## src/rtl/conv8_sched_pkg.sv

```systemverilog
// Shared definitions for the 8-row convolution scheduler: element width,
// streaming geometry, PE pipeline latency and the scheduler state encoding.
package conv8_sched_pkg;

  localparam int conv8_width   = 8;
  localparam int CONV8_ROW_LEN = 8;
  localparam int CONV8_PE_LAT  = 2;

  typedef enum logic [2:0] {
    IDLE   = 3'd0,
    STREAM = 3'd1,
    WAIT   = 3'd2,
    ACC    = 3'd3,
    OUT    = 3'd4,
    FIN    = 3'd5
  } sched_state_t;

endpackage

```

## src/rtl/conv8_acc4.sv

```systemverilog
// Four cross-channel accumulators. load replaces the running value with the
// zero-extended input (first channel); add sums modulo 2^ACC_W.
module conv8_acc4
  import conv8_sched_pkg::*;
#(
  parameter int IN_W  = 2 * conv8_width,
  parameter int ACC_W = 2 * conv8_width + 8
) (
  input  logic             clk,
  input  logic             rstn,
  input  logic             load,
  input  logic             add,
  input  logic [IN_W-1:0]  in1,
  input  logic [IN_W-1:0]  in2,
  input  logic [IN_W-1:0]  in3,
  input  logic [IN_W-1:0]  in4,
  output logic [ACC_W-1:0] acc1,
  output logic [ACC_W-1:0] acc2,
  output logic [ACC_W-1:0] acc3,
  output logic [ACC_W-1:0] acc4
);

  always_ff @(posedge clk) begin
    if (!rstn) begin
      acc1 <= '0;
      acc2 <= '0;
      acc3 <= '0;
      acc4 <= '0;
    end else if (load) begin
      acc1 <= ACC_W'(in1);
      acc2 <= ACC_W'(in2);
      acc3 <= ACC_W'(in3);
      acc4 <= ACC_W'(in4);
    end else if (add) begin
      acc1 <= acc1 + ACC_W'(in1);
      acc2 <= acc2 + ACC_W'(in2);
      acc3 <= acc3 + ACC_W'(in3);
      acc4 <= acc4 + ACC_W'(in4);
    end
  end

endmodule

```

## src/rtl/conv8_sched.sv

```systemverilog
// Tile/channel sequencer for the conv8 core: streams column reads, waits out
// the PE pipeline, accumulates row sums across channels and emits per tile.
module conv8_sched
  import conv8_sched_pkg::*;
#(
  parameter int DATA_W  = conv8_width,
  parameter int ROW_LEN = CONV8_ROW_LEN,
  parameter int PE_LAT  = CONV8_PE_LAT,
  parameter int ACC_W   = 2 * DATA_W + 8,
  parameter int CNT_W   = 8
) (
  input  logic                       clk,
  input  logic                       rstn,
  input  logic                       start,
  input  logic [CNT_W-1:0]           cfg_num_tiles,
  input  logic [CNT_W-1:0]           cfg_num_ch,
  output logic                       rd_en,
  output logic [CNT_W-1:0]           rd_tile,
  output logic [CNT_W-1:0]           rd_ch,
  output logic [$clog2(ROW_LEN)-1:0] rd_col,
  output logic                       core_en,
  output logic                       core_clr,
  input  logic [2*DATA_W-1:0]        core_sum1,
  input  logic [2*DATA_W-1:0]        core_sum2,
  input  logic [2*DATA_W-1:0]        core_sum3,
  input  logic [2*DATA_W-1:0]        core_sum4,
  output logic                       o_valid,
  input  logic                       o_ready,
  output logic [ACC_W-1:0]           o_sum1,
  output logic [ACC_W-1:0]           o_sum2,
  output logic [ACC_W-1:0]           o_sum3,
  output logic [ACC_W-1:0]           o_sum4,
  output logic                       busy,
  output logic                       done,
  output logic [2:0]                 state_dbg
);

  localparam int COL_W  = $clog2(ROW_LEN);
  localparam int WAIT_W = $clog2(PE_LAT + 2);
  localparam logic [COL_W-1:0]  COL_LAST  = COL_W'(ROW_LEN - 1);
  localparam logic [WAIT_W-1:0] WAIT_LAST = WAIT_W'(PE_LAT);

  // Output handshake: a result transfers in any cycle where o_valid && o_ready;
  // o_valid stays high with o_sum stable until then, and ready alone does nothing.

  sched_state_t state, state_d;

  logic [CNT_W-1:0]  num_tiles_q, num_ch_q, tile_q, ch_q;
  logic [COL_W-1:0]  col_q;
  logic [WAIT_W-1:0] wait_q;
  logic              core_en_q;
  logic              cfg_ok, last_ch, last_tile;
  logic              acc_load, acc_add;

  assign cfg_ok    = (cfg_num_tiles != '0) && (cfg_num_ch != '0);
  assign last_ch   = (ch_q == num_ch_q - CNT_W'(1));
  assign last_tile = (tile_q == num_tiles_q - CNT_W'(1));

  always_ff @(posedge clk) begin
    if (!rstn) state <= IDLE;
    else       state <= state_d;
  end

  always_comb begin
    state_d  = state;
    rd_en    = 1'b0;
    core_clr = 1'b0;
    o_valid  = 1'b0;
    done     = 1'b0;
    acc_load = 1'b0;
    acc_add  = 1'b0;
    case (state)
      IDLE: begin
        if (start) begin
          if (cfg_ok) begin
            state_d  = STREAM;
            core_clr = 1'b1;
          end else begin
            state_d = FIN;
          end
        end
      end
      STREAM: begin
        rd_en = 1'b1;
        if (col_q == COL_LAST) state_d = WAIT;
      end
      WAIT: begin
        if (wait_q == WAIT_LAST) state_d = ACC;
      end
      ACC: begin
        core_clr = 1'b1;
        acc_load = (ch_q == '0);
        acc_add  = (ch_q != '0);
        state_d  = last_ch ? OUT : STREAM;
      end
      OUT: begin
        o_valid = 1'b1;
        if (o_ready) state_d = last_tile ? FIN : STREAM;
      end
      FIN: begin
        done    = 1'b1;
        state_d = IDLE;
      end
      default: state_d = IDLE;
    endcase
  end

  // Counters and latched configuration; cfg is only sampled when a job is accepted.
  always_ff @(posedge clk) begin
    if (!rstn) begin
      num_tiles_q <= '0;
      num_ch_q    <= '0;
      tile_q      <= '0;
      ch_q        <= '0;
      col_q       <= '0;
      wait_q      <= '0;
      core_en_q   <= 1'b0;
    end else begin
      core_en_q <= rd_en;
      case (state)
        IDLE: begin
          if (start && cfg_ok) begin
            num_tiles_q <= cfg_num_tiles;
            num_ch_q    <= cfg_num_ch;
            tile_q      <= '0;
            ch_q        <= '0;
            col_q       <= '0;
          end
        end
        STREAM: begin
          col_q  <= (col_q == COL_LAST) ? '0 : col_q + COL_W'(1);
          wait_q <= '0;
        end
        WAIT: wait_q <= wait_q + WAIT_W'(1);
        ACC: begin
          if (!last_ch) ch_q <= ch_q + CNT_W'(1);
        end
        OUT: begin
          if (o_ready && !last_tile) begin
            tile_q <= tile_q + CNT_W'(1);
            ch_q   <= '0;
          end
        end
        default: ;
      endcase
    end
  end

  conv8_acc4 #(
    .IN_W  (2 * DATA_W),
    .ACC_W (ACC_W)
  ) u_acc (
    .clk  (clk),
    .rstn (rstn),
    .load (acc_load),
    .add  (acc_add),
    .in1  (core_sum1),
    .in2  (core_sum2),
    .in3  (core_sum3),
    .in4  (core_sum4),
    .acc1 (o_sum1),
    .acc2 (o_sum2),
    .acc3 (o_sum3),
    .acc4 (o_sum4)
  );

  assign rd_tile   = tile_q;
  assign rd_ch     = ch_q;
  assign rd_col    = col_q;
  assign core_en   = core_en_q;
  assign busy      = (state != IDLE);
  assign state_dbg = state;

endmodule

```

## config.mk

```make
export PLATFORM = sky130hd
export DESIGN_NAME = conv8_sched
export DESIGN_NICKNAME = d
export VERILOG_FILES = /design/src/rtl/conv8_sched_pkg.sv /design/src/rtl/conv8_acc4.sv /design/src/rtl/conv8_sched.sv
export SDC_FILE = /design/constraint.sdc
export NUM_CORES = 1
export LEC_CHECK = 0
export ABC_AREA = 1
export BUFFER_PORTS_ARGS = -buffer_cell sky130_fd_sc_hd__buf_2
export CORE_AREA = 2 2 161 163
export CTS_CLUSTER_SIZE = 24
export DETAILED_ROUTE_END_ITERATION = 8
export DIE_AREA = 0 0 163 165
export PLACE_DENSITY = 0.69
export SETUP_SLACK_MARGIN = 0.4
export SYNTH_ARGS = -nofsm -noshare
export SYNTH_HDL_FRONTEND = slang
export SYNTH_SLANG_ARGS = --single-unit
```

## constraint.sdc

```tcl
create_clock -name clk -period 2.5 [get_ports clk]
set_input_delay 0.5 -clock clk [delete_from_list [all_inputs] [get_ports clk]]
set_output_delay 0.5 -clock clk [all_outputs]
set_load 0.01 [all_outputs]
```

### Word level (Yosys, flattened, before mapping)

Cells that the tools add are included.
W data, S select, Z words.

| word-level totals | value |
|---|---|
| register bits after elaboration | 137 |
| input bits | 84 |
| output and inout port bits | 124 |
| logic and storage cells | 98 |

| operators by class | value |
|---|---|
| $add $sub $neg | 10 |
| eq/ne operators | 16 |
| mux-type cells | 34 |
| bitwise gates (word level) | 1 |
| reduce and logical (&&, ||, !) cells | 21 |

Operators by type and width:

| kind | number |
|---|---|
| $mux W16 | 8 |
| $add A24 B16 Y24 | 4 |
| $mux W8 | 4 |
| $mux W3 | 9 |
| $pmux W8 S3 | 1 |
| $reduce_bool A8 Y1 | 3 |
| $add A8 B1 Y8 const B | 2 |
| $eq A8 B8 Y1 | 2 |
| $pmux W8 S2 | 1 |
| $sub A8 B1 Y8 const B | 2 |
| $pmux W3 S5 | 1 |
| $ne A2 B2 Y1 const B | 7 |
| $eq A3 B3 Y1 const B | 3 |
| $logic_not A8 Y1 | 1 |
| $reduce_and A4 Y1 | 2 |
| $reduce_bool A2 Y1 | 4 |
| $mux W1 | 7 |
| $eq A3 B2 Y1 const B | 2 |
| $pmux W3 S2 | 1 |
| $reduce_bool A3 Y1 | 2 |
| $pmux W2 S2 | 1 |
| $reduce_and A2 Y1 | 2 |
| $add A3 B1 Y3 const B | 1 |
| $eq A3 B1 Y1 const B | 1 |
| 9 further kinds | 11 |

### Logic depth before layout (Yosys ltp)

Gate-level depths: netlist of run 1.

| logic depth | value |
|---|---|
| depth after elaboration | 6 |
| gate-level depth with buffers | 15 |
| mapped depth without buffers | 15 |

### Modules after synthesis

Synthesis of run 1 repeated with hierarchy kept, for this count alone.

| unflattened totals | value |
|---|---|
| cell total of the unflattened synthesis | 1862 |
| area, all modules | 11359.6 sq um |

By module, submodules not included:

| module | instances | cells each | area each (sq um) | seq. area each (sq um) |
|---|---|---|---|---|
| conv8_acc4 | 1 | 1454 | 8630.8 | 1921.8 |
| conv8_sched | 1 | 408 | 2728.9 | 820.8 |

### Worst setup path before layout of run 1

OpenSTA, ideal clock, no wires.

| path | value |
|---|---|
| path kind | input port to flip-flop |
| start point | input port core_sum1[0] |
| end point | register u_acc.acc1[22] |
| library setup time | 0.064 ns |
| data arrival time | 2.177 ns |
| required time | 2.436 ns |
| path slack | 0.259 ns |
| stages on the path | 14 |
| buffers on the path | 0 |
| cell sequence | ha_1 > inv_1 > fa_1 > nand3b_1 > nand2_1 > nand2_1 > o21a_1 > o21ai_2 > nand2_1 > nand2_2 > nand3_1 > nand2_1 > nand2_1 > nor2_1 |

| on the way | value |
|---|---|
| cells in the longest elaborated chain, start to end | 1 |

Ends and longest elaborated chain:

| item | line | text |
|---|---|---|
| start, declared | conv8_sched.sv:23 | `input logic [2*DATA_W-1:0] core_sum1,` |
| $add A24 B16 Y24 | conv8_acc4.sv:35 | `acc1 <= acc1 + ACC_W'(in1);` |
| end signal, assigned | conv8_acc4.sv:30 | `acc1 <= ACC_W'(in1);` |
| end signal, assigned | conv8_acc4.sv:35 |  |
| end, declared | conv8_acc4.sv:17 | `output logic [ACC_W-1:0] acc1,` |

No other way between the ends.
A chain may end at the register's enable or synchronous reset.

### Worst setup path after layout of run 1

| path | value |
|---|---|
| start point | register ch_q[1] (netlist: rd_ch[1]) |
| end point | register u_acc.acc2[22] |

| on the way | value |
|---|---|
| cells in the longest elaborated chain, start to end | 3 |
| elaborated cells between the ends (all ways) | 5 |
| those cells by class | 2 x mux; 3 x reduce/logical |

Ends and longest elaborated chain:

| item | line | text |
|---|---|---|
| start, declared | conv8_sched.sv:48 | `logic [CNT_W-1:0] num_tiles_q, num_ch_q, tile_q, ch_q;` |
| start signal, assigned | conv8_sched.sv:136 | `if (!last_ch) ch_q <= ch_q + CNT_W'(1);` |
| $logic_not A8 Y1 | conv8_sched.sv:92 | `acc_load = (ch_q == '0);` |
| $mux W1 | conv8_sched.sv:72 | `case (state)` |
| $reduce_or A2 Y1 (no source line) | n/a |  |
| end signal, assigned | conv8_acc4.sv:31 | `acc2 <= ACC_W'(in2);` |
| end signal, assigned | conv8_acc4.sv:36 | `acc2 <= acc2 + ACC_W'(in2);` |
| end, declared | conv8_acc4.sv:18 | `output logic [ACC_W-1:0] acc2,` |

Several ways; a longest one is shown, not always the timed one.

==> results of run 1 <==
## flip-flops by register name (all words and copies together) (netlist names)
name / cells
rd_tile: 8
u_acc.acc3: 24
state_dbg: 3
u_acc.acc4: 24
u_acc.acc2: 24
rd_col: 3
u_acc.acc1: 24
core_en: 1
num_ch_q: 8
rd_ch: 8
num_tiles_q: 8
wait_q: 2
## power groups by stage
stage	registers [uW]	logic, uW	clock network [uW]
2_1_floorplan	2530	1350	0
5_1_grt	2510	2450	2690
4_1_cts	2470	2040	2610
3_3_place_gp	2520	1900	0
6_report	2490	2200	2540
3_5_place_dp	2520	1940	0
## worst paths after layout
kind                                              from                     endpoint  slack (ps)  cells after the start
worst max register to register   rd_ch[1]$_SDFFE_PN0P_  u_acc.acc2[22]$_SDFFE_PP0P_         380                     13
worst min register to register  wait_q[0]$_SDFFE_PN0P_       wait_q[0]$_SDFFE_PN0P_         450                      1
worst min-delay path                      core_sum3[4]   u_acc.acc3[4]$_SDFFE_PN0P_         340                      3
worst max-delay path             rd_ch[1]$_SDFFE_PN0P_  u_acc.acc2[22]$_SDFFE_PP0P_         380                     13
## Yosys cell counts, types with 3 or more instances
cell | number | area [um^2]
buf_4 | 9 | 67.6
xnor2_1 | 10 | 87.6
or2_2 | 4 | 25.0
nor3_1 | 17 | 85.1
a21o_1 | 6 | 45.0
nor2_1 | 141 | 529
buf_2 | 7 | 35.0
clkbuf_1 | 18 | 67.6
a22o_1 | 23 | 201
nand3b_1 | 13 | 97.6
nand3_1 | 85 | 425
o21a_1 | 6 | 45.0
nand4_1 | 25 | 156
inv_2 | 6 | 22.5
a21boi_0 | 4 | 30.0
o21ai_1 | 5 | 25.0
buf_6 | 4 | 45.0
a31oi_1 | 32 | 200
o21bai_1 | 3 | 22.5
o2111ai_1 | 3 | 26.3
o21ai_0 | 88 | 440
fa_1 | 4 | 80.1
nor4_1 | 7 | 43.8
nand3_2 | 3 | 30.0
nor2_2 | 4 | 25.0
a21oi_1 | 165 | 826
inv_1 | 160 | 601
ha_1 | 72 | 901
o22ai_1 | 5 | 31.3
nand2_2 | 4 | 25.0
a221oi_1 | 4 | 35.0
dfxtp_1 | 137 | 2740
or2_0 | 3 | 18.8
nand2_1 | 369 | 1390
xor2_1 | 31 | 272
## stage by stage
| step | total power, uW | util [%] | instance area [um^2] |
|---|---|---|---|
| floorplan | 3880 | - | 10000 |
| global placement | 4420 | 45.7 | 11400 |
| detailed placement | 4460 | 45.7 | 11400 |
| global route | 7650 | 50.9 | 12700 |
| finish | 7230 | 50.9 | 12700 |
| CTS | 7120 | 48.9 | 12200 |
## final cells by class
| class | instances | area, um^2 |
|---|---|---|
| Fill cell | 2495 | 12300 |
| Antenna cell | 2 | 5.00 |
| Multi-Input combinational cell | 1163 | 6830 |
| Inverter | 168 | 646 |
| Tap cell | 330 | 413 |
| Timing Repair Buffer | 248 | 1500 |
| Clock buffer | 18 | 439 |
| Sequential cell | 137 | 2760 |
| Clock inverter | 14 | 150 |
## logic make-up after synthesis
| kind of cell | count (synthesis) |
|---|---|
| and+or+nand+nor | 691 |
| adders and majority gates | 76 |
| buffers and inverters | 208 |
| DFF | 137 |
| AOI/OAI and AO/OA | 354 |
| xor gates and xnor gates | 41 |
## worst max-delay path, delay by kind of cell, from the launching register on
family / cells / cell delay (ps)
AO/OA/AOI/OAI: 1 / 140
adder cells (fa/ha/maj): 1 / 210
buffers and inverters: 4 / 550
flip-flops: 1 / 370
AND/OR/NAND/NOR: 7 / 790
## per-layer routing
metal / up-vias / GRT usage [%]
li1: 5544 / -
met1: 5153 / 27.6
met2: 335 / 40.2
met3: 58 / 6.03
met4: 6 / 8.97
met5: - / 0
## repair_timing
item / in CTS / in global routing
pin swaps: 14 / 34
cloned: 3 / 0
setup buffers: 9 / 11
gates resized for setup: 23 / 110
endpoints found under the setup margin: 79 / 90
==> results.md, run 1 <==
- Worst-skew pair later-pin latency: 420 ps
- Final ANT Viol Nets: 0
- Slowest-stage cell, CP: dfxtp_4
- Final min period: 2120 ps
- Fmax: ~470 MHz
- Crit share post-route: a little over four fifths
- Pin count of the biggest net entering global routing: 70
- CTS Hold Bufs: 0
- Final Setup Violations: 0
- Crit Path Max Fanout: 29
- RSZ-0062 raised after global routing: true
- Clock power share: 35.1%
- Global-route wire length before repair: 50,300 um
- Post-synthesis mux area share: 0%
- Post-synth cell types: 55
- Worst vdd ir: 350 uV
- Synth Warn #: 0
- Post-Synth XOR/XNOR Area: 3.60%
- Post-route insts no fill: 2,080
- Most frequent cells in the layout: nand2_1, buf_2, a21oi_1, inv_1, nor2_1
- Number of port buffers: 207
- Vias in the first global route: just over 10,000
- Post-Syn Instances: 1,507
- Io pins: 208
- Max-cap viol count: 0
- Vias per cell: 5.33
- CP endpoint kind: register
- Share of layout cells above drive strength 1: 23.9%
- CTS clk-pin slew, worst paths: 70 ps
- Share of async-settable or async-resettable flops after synthesis: 0%
- GRT Total Usage: 23.2%
- Final Skew: 11.2 ps
- Sw frac: 35.5%
- Metal-1 WL: about 14,000 um
- Max Root-Sink Buffers: 2
- DIE AREA: 26,900 um^2
- Placed cell count: 2,023
- Metal3 WL: 2360 um
- Uppermost routed layer: met5
- Final #Nets: 1,895
- Syn-to-layout area delta: 27.7%
- Core area: 25,000 um^2
- Row count: 58
- WP data required: 2850 ps
- Half-perimeter wire length after placement: 23,300 um
- Outcome: finished, final reports clean
- Worst hold slack: 340 ps
- GP Congestion: approximately 0.91
- Netlist Area Pre-Place: 9980 um^2
- Crit-path max cell delay: 370 ps
- Most frequent CP cell: nor2_4
- Total grt overflow: 0
- Final hold violations: 0
- Internal: between 4000 and 5000 uW
- CP Launch Type: register
- Seq pwr share: 34.5%
- Worst path cell trace: inv_1, ha_1, nand2_2, nor4_4, buf_4, nor2_4, inv_2, buf_12, nor2_4, nand2_1, nor2_2, nand3b_1, a21oi_1
- H-tree levels: 4
- CTS tree: done
- CTS root buffer: clkbuf_16
- Vias after detailed routing: 11,100
- Pwr Density: between 500 and 600 nW/um^2
- Worst-Margin Slew: 446 ps
- Ys flop type: dfxtp_1
- DRC: 0
- WS Path Type: reg -> reg
- Worst EP arrival: 2470 ps
- Num CTS Buffers: 17
- Max-slew violation count: 0
- Total routed wirelength: 32,300 um
- Flops & latches, synth: about 140
- Post-DR wirelength/cell: roughly 16 um
- Commonest non-fill, non-tap cell in the layout: nand2_1
- Seq/Total Area, Yosys: roughly 27%
- Slew headroom: roughly 70%
- Final Worst Setup Slack: approximately 380 ps
- Initial antenna violation count: 5
- Die X-Extent: 163 um
- Leak: 0.00594 uW
- Drt pass-1 iters: 5
- Largest family of logic cells by synthesized area: simple AND/OR/NAND/NOR gates
- Dpl ws: 18.6 ps
- Clk sinks: 137
- Initial Util: 39.9%
- Initial DRC count: 640
- Switching power: approximately 2600 uW
- Synth Area in Compound Gates: 20.1%
- Combinational power share: 30.4%
- Simple-gate share of the synthesized area: 30.4%
- EDFF count, synth: 0
- Synthesized net count: around 1,700
- Met2 wire len: approximately 15,000 um
- Die H: 165 um
- Syn_area_per_cell: between 6 and 7 um^2
- Adder-Cell Fraction of Synth Area: 9.83%
- Setup TNS: 0 ps
- Hold WC Path Type: in -> reg
No activity file was read; power rests on OpenSTA's default activity.
==> run 2: changes to the inputs <==
==> constraint.sdc (replaced) <==
create_clock -name clk -period 2 [get_ports clk]
set_input_delay 0.4 -clock clk [delete_from_list [all_inputs] [get_ports clk]]
set_output_delay 0.4 -clock clk [all_outputs]
set_load 0.01 [all_outputs]
==> run 2 against run 1 <==
  * Largest cell class unchanged
  * Fmax is 0.23% higher
  * Largest power group is now combinational logic
  * Critical path type unchanged
  * Global-route usage is 5.3 points higher
  * Total power is 51% higher
  * Flip-flop and latch count stayed put
  * Hold slack worse by 79 ps
  * The flow now finishes with violations (setup timing)
  * Critical path depth stayed put
==> results.md, run 2 (synthesis gave the netlist of run 1 again) <==
- Outcome: finished with violations (was finished, final reports clean)
- Failing checks: setup timing
- Fmax: 472 MHz (was 471 MHz)
- DRC: 0 (unchanged)
- Post-route insts no fill: 2,281 (was 2,080)
- Half-perimeter wire length after placement: 24,000 um (was 23,300 um)
- Pwr Density: 636 nW/um^2 (was 567 nW/um^2)
- DIE AREA: 26,900 um^2 (unchanged)
- CTS Hold Bufs: 0 (unchanged)
- Crit-path max cell delay: 350 ps (was 370 ps)
- Placed cell count: 2,095 (was 2,023)
- CP Buf/Inv Count: 3 (was 4)
- Slew headroom: 65.5% (was 70.3%)
- WS Path Type: reg -> reg (unchanged)
- Slowest-stage cell, CP: dfxtp_2 (was dfxtp_4)
- Final ANT Viol Nets: 0 (unchanged)
- Commonest non-fill, non-tap cell in the layout: nand2_1 (unchanged)
- Post-DR wirelength/cell: 18.3 um (was 15.5 um)
- Num CTS Buffers: 17 (unchanged)
- Hold_sp: core_sum2[7] (was core_sum3[4])
- Clk sinks: 137 (unchanged)
- Pin count of the biggest net entering global routing: 39 (was 70)
- Final Worst Setup Slack: -118 ps (was 377 ps)
- Max Root-Sink Buffers: 2 (unchanged)
- Final Skew: 12.6 ps (was 11.2 ps)
- Start point of the critical path: u_acc.acc1[0]$_SDFFE_PN0P_ (was rd_ch[1]$_SDFFE_PN0P_)
- CP Launch Type: register (unchanged)
- Fillers: 1,896 (was 2,495)
- Worst-Margin Slew: 513 ps (was 446 ps)
- Worst path cell trace: ha_4, inv_4, fa_2, nand3b_1, nand2_1, nand2_1, o21a_4, buf_4, buf_6, o21ai_2, a21oi_1, o21ai_1, a21oi_1 (was inv_1, ha_1, nand2_2, nor4_4, buf_4, nor2_4, inv_2, buf_12, nor2_4, nand2_1, nor2_2, nand3b_1, a21oi_1)
- Global-route wire length before repair: 60,900 um (was 50,300 um)
- GR Util met3: 6.15% (was 6.03%)
- CP endpoint kind: register (unchanged)
- Multi-input combinational cell area: 8870 um^2 (was 6830 um^2)
- Die X-Extent: 163 um (unchanged)
- Drt pass-1 iters: 5 (unchanged)
- Worst hold slack: 261 ps (was 340 ps)
- Setup TNS: -525 ps (was 0 ps)
- Total routed wirelength: 41,700 um (was 32,300 um)
- Crit share post-route: 106% (was 84.9%)
- Row count: 58 (unchanged)
- Total grt overflow: 0 (unchanged)
- Initial Util: 39.9% (unchanged)
- Initial antenna violation count: 7 (was 5)
- Die H: 165 um (unchanged)
- Number of port buffers: 207 (unchanged)
- CTS root buffer: clkbuf_16 (unchanged)
- Most used routing layer: met2 (unchanged)
- Most frequent cells in the layout: nand2_1, buf_2, inv_1, buf_4, nor2_1 (was nand2_1, buf_2, a21oi_1, inv_1, nor2_1)
- Seq. cell area: 2830 um^2 (was 2760 um^2)
- Final hold violations: 0 (unchanged)
- WP data required: 2300 ps (was 2850 ps)
- Met1 Use GR: 34.2% (was 27.6%)
- Vias per cell: 5.55 (was 5.33)
- Crit Path Max Fanout: 3 (was 29)
- Worst r2r src: u_acc.acc1[0]$_SDFFE_PN0P_ (was rd_ch[1]$_SDFFE_PN0P_)
- Worst EP arrival: 2420 ps (was 2470 ps)
- GRT met2 Usage: 48.9% (was 40.2%)
- Hold WC Path Type: in -> reg (unchanged)
- Cell family with most CP delay: compound AO/OA/AOI/OAI gates (was simple AND/OR/NAND/NOR gates)
- GRT Total Usage: 28.5% (was 23.2%)
- Syn-to-layout area delta: 72.3% (was 27.7%)
- Core area: 25,000 um^2 (unchanged)
- Leak: 0.00759 uW (was 0.00594 uW)
- Vias after detailed routing: 12,700 (was 11,100)
- Max-slew violation count: 0 (unchanged)
- CTS tree: done (unchanged)
- Final min period: 2120 ps (about the same)
- Worst-skew pair later-pin latency: 430 ps (was 420 ps)
- Initial DRC count: 1,132 (was 640)
- H-tree levels: 4 (unchanged)
- Final #Nets: 2,092 (was 1,895)
- Io pins: 208 (unchanged)
- Final Setup Violations: 13 (was 0)
- RSZ-0062 raised after global routing: true (unchanged)
- Vias in the first global route: 12,100 (was 10,300)
- Worst vdd ir: 452 uV (was 350 uV)
- GP Congestion: 0.886 (was 0.910)
- Share of layout cells above drive strength 1: 49.7% (was 23.9%)
- CTS clk-pin slew, worst paths: 70 ps (about the same)
- Max-cap viol count: 0 (unchanged)
run 2: timing repair:
item | 4_1_cts | 5_1_grt
endpoints found under the hold margin | 0 | 0
resized for setup | 373 | 199
pin swaps | 185 | 126
setup buffers | 84 | 40
cloned | 20 | 4
setup endpoints to repair | 125 | 130
run 2: path summary, 6_finish.rpt:
check	end	slack, ps	cells past startpoint
setup / recovery	u_acc.acc1[8]$_SDFFE_PN0P_	-120	13
hold / removal	u_acc.acc2[7]$_SDFFE_PN0P_	260	3
setup reg to reg	u_acc.acc1[8]$_SDFFE_PN0P_	-120	13
hold reg to reg	wait_q[0]$_SDFFE_PN0P_	460	1
run 2: cell type report:
| type | count | area share, % |
|---|---|---|
| multi-input combinational | 1163 | 51.6 |
| timing repair buffer | 444 | 21.9 |
| sequential | 137 | 16.5 |
| inverter | 168 | 4.03 |
| clock buffer | 19 | 2.58 |
| tap | 330 | 2.40 |
| clock inverter | 13 | 0.830 |
| antenna | 6 | 0.0873 |
| timing repair inverter | 1 | 0.0655 |
run 2: metal layers:
| metal | vias up | share of wire, % |
|---|---|---|
| li1 | 5968 | - |
| met1 | 6040 | 40 |
| met2 | 535 | 48 |
| met3 | 116 | 7.3 |
| met4 | 2 | 3.9 |
| met5 | - | 0.038 |
run 2: where the power goes:
part / total, uW / internal [uW] / switching (uW)
clock network: 3310 / 1880 / 1430
registers: 3150 / 2940 / 206
logic: 4490 / 2050 / 2440
total: 10900 / 6870 / 4070
run 2: worst register-to-register path: stages, from the launching register on:
cell      delay, ps
dfxtp_2         350
ha_4            150
inv_4            40
fa_2            330
nand3b_1        160
nand2_1          80
nand2_1          60
o21a_4          220
buf_4           140
buf_6           110
o21ai_2         130
a21oi_1          80
o21ai_1          80
a21oi_1          80
run 2: metrics by stage:
stage	cell area, um^2	setup WS [ps]	power, uW	util, %
after CTS	16000	-89.1	10300	63.9
after global routing	17200	-248	11400	68.7
after detailed placement	12900	-332	6000	51.6
after global placement	12900	-304	5940	51.6
final	17200	-118	10900	68.7
after floorplan	10900	-76.0	5090	-
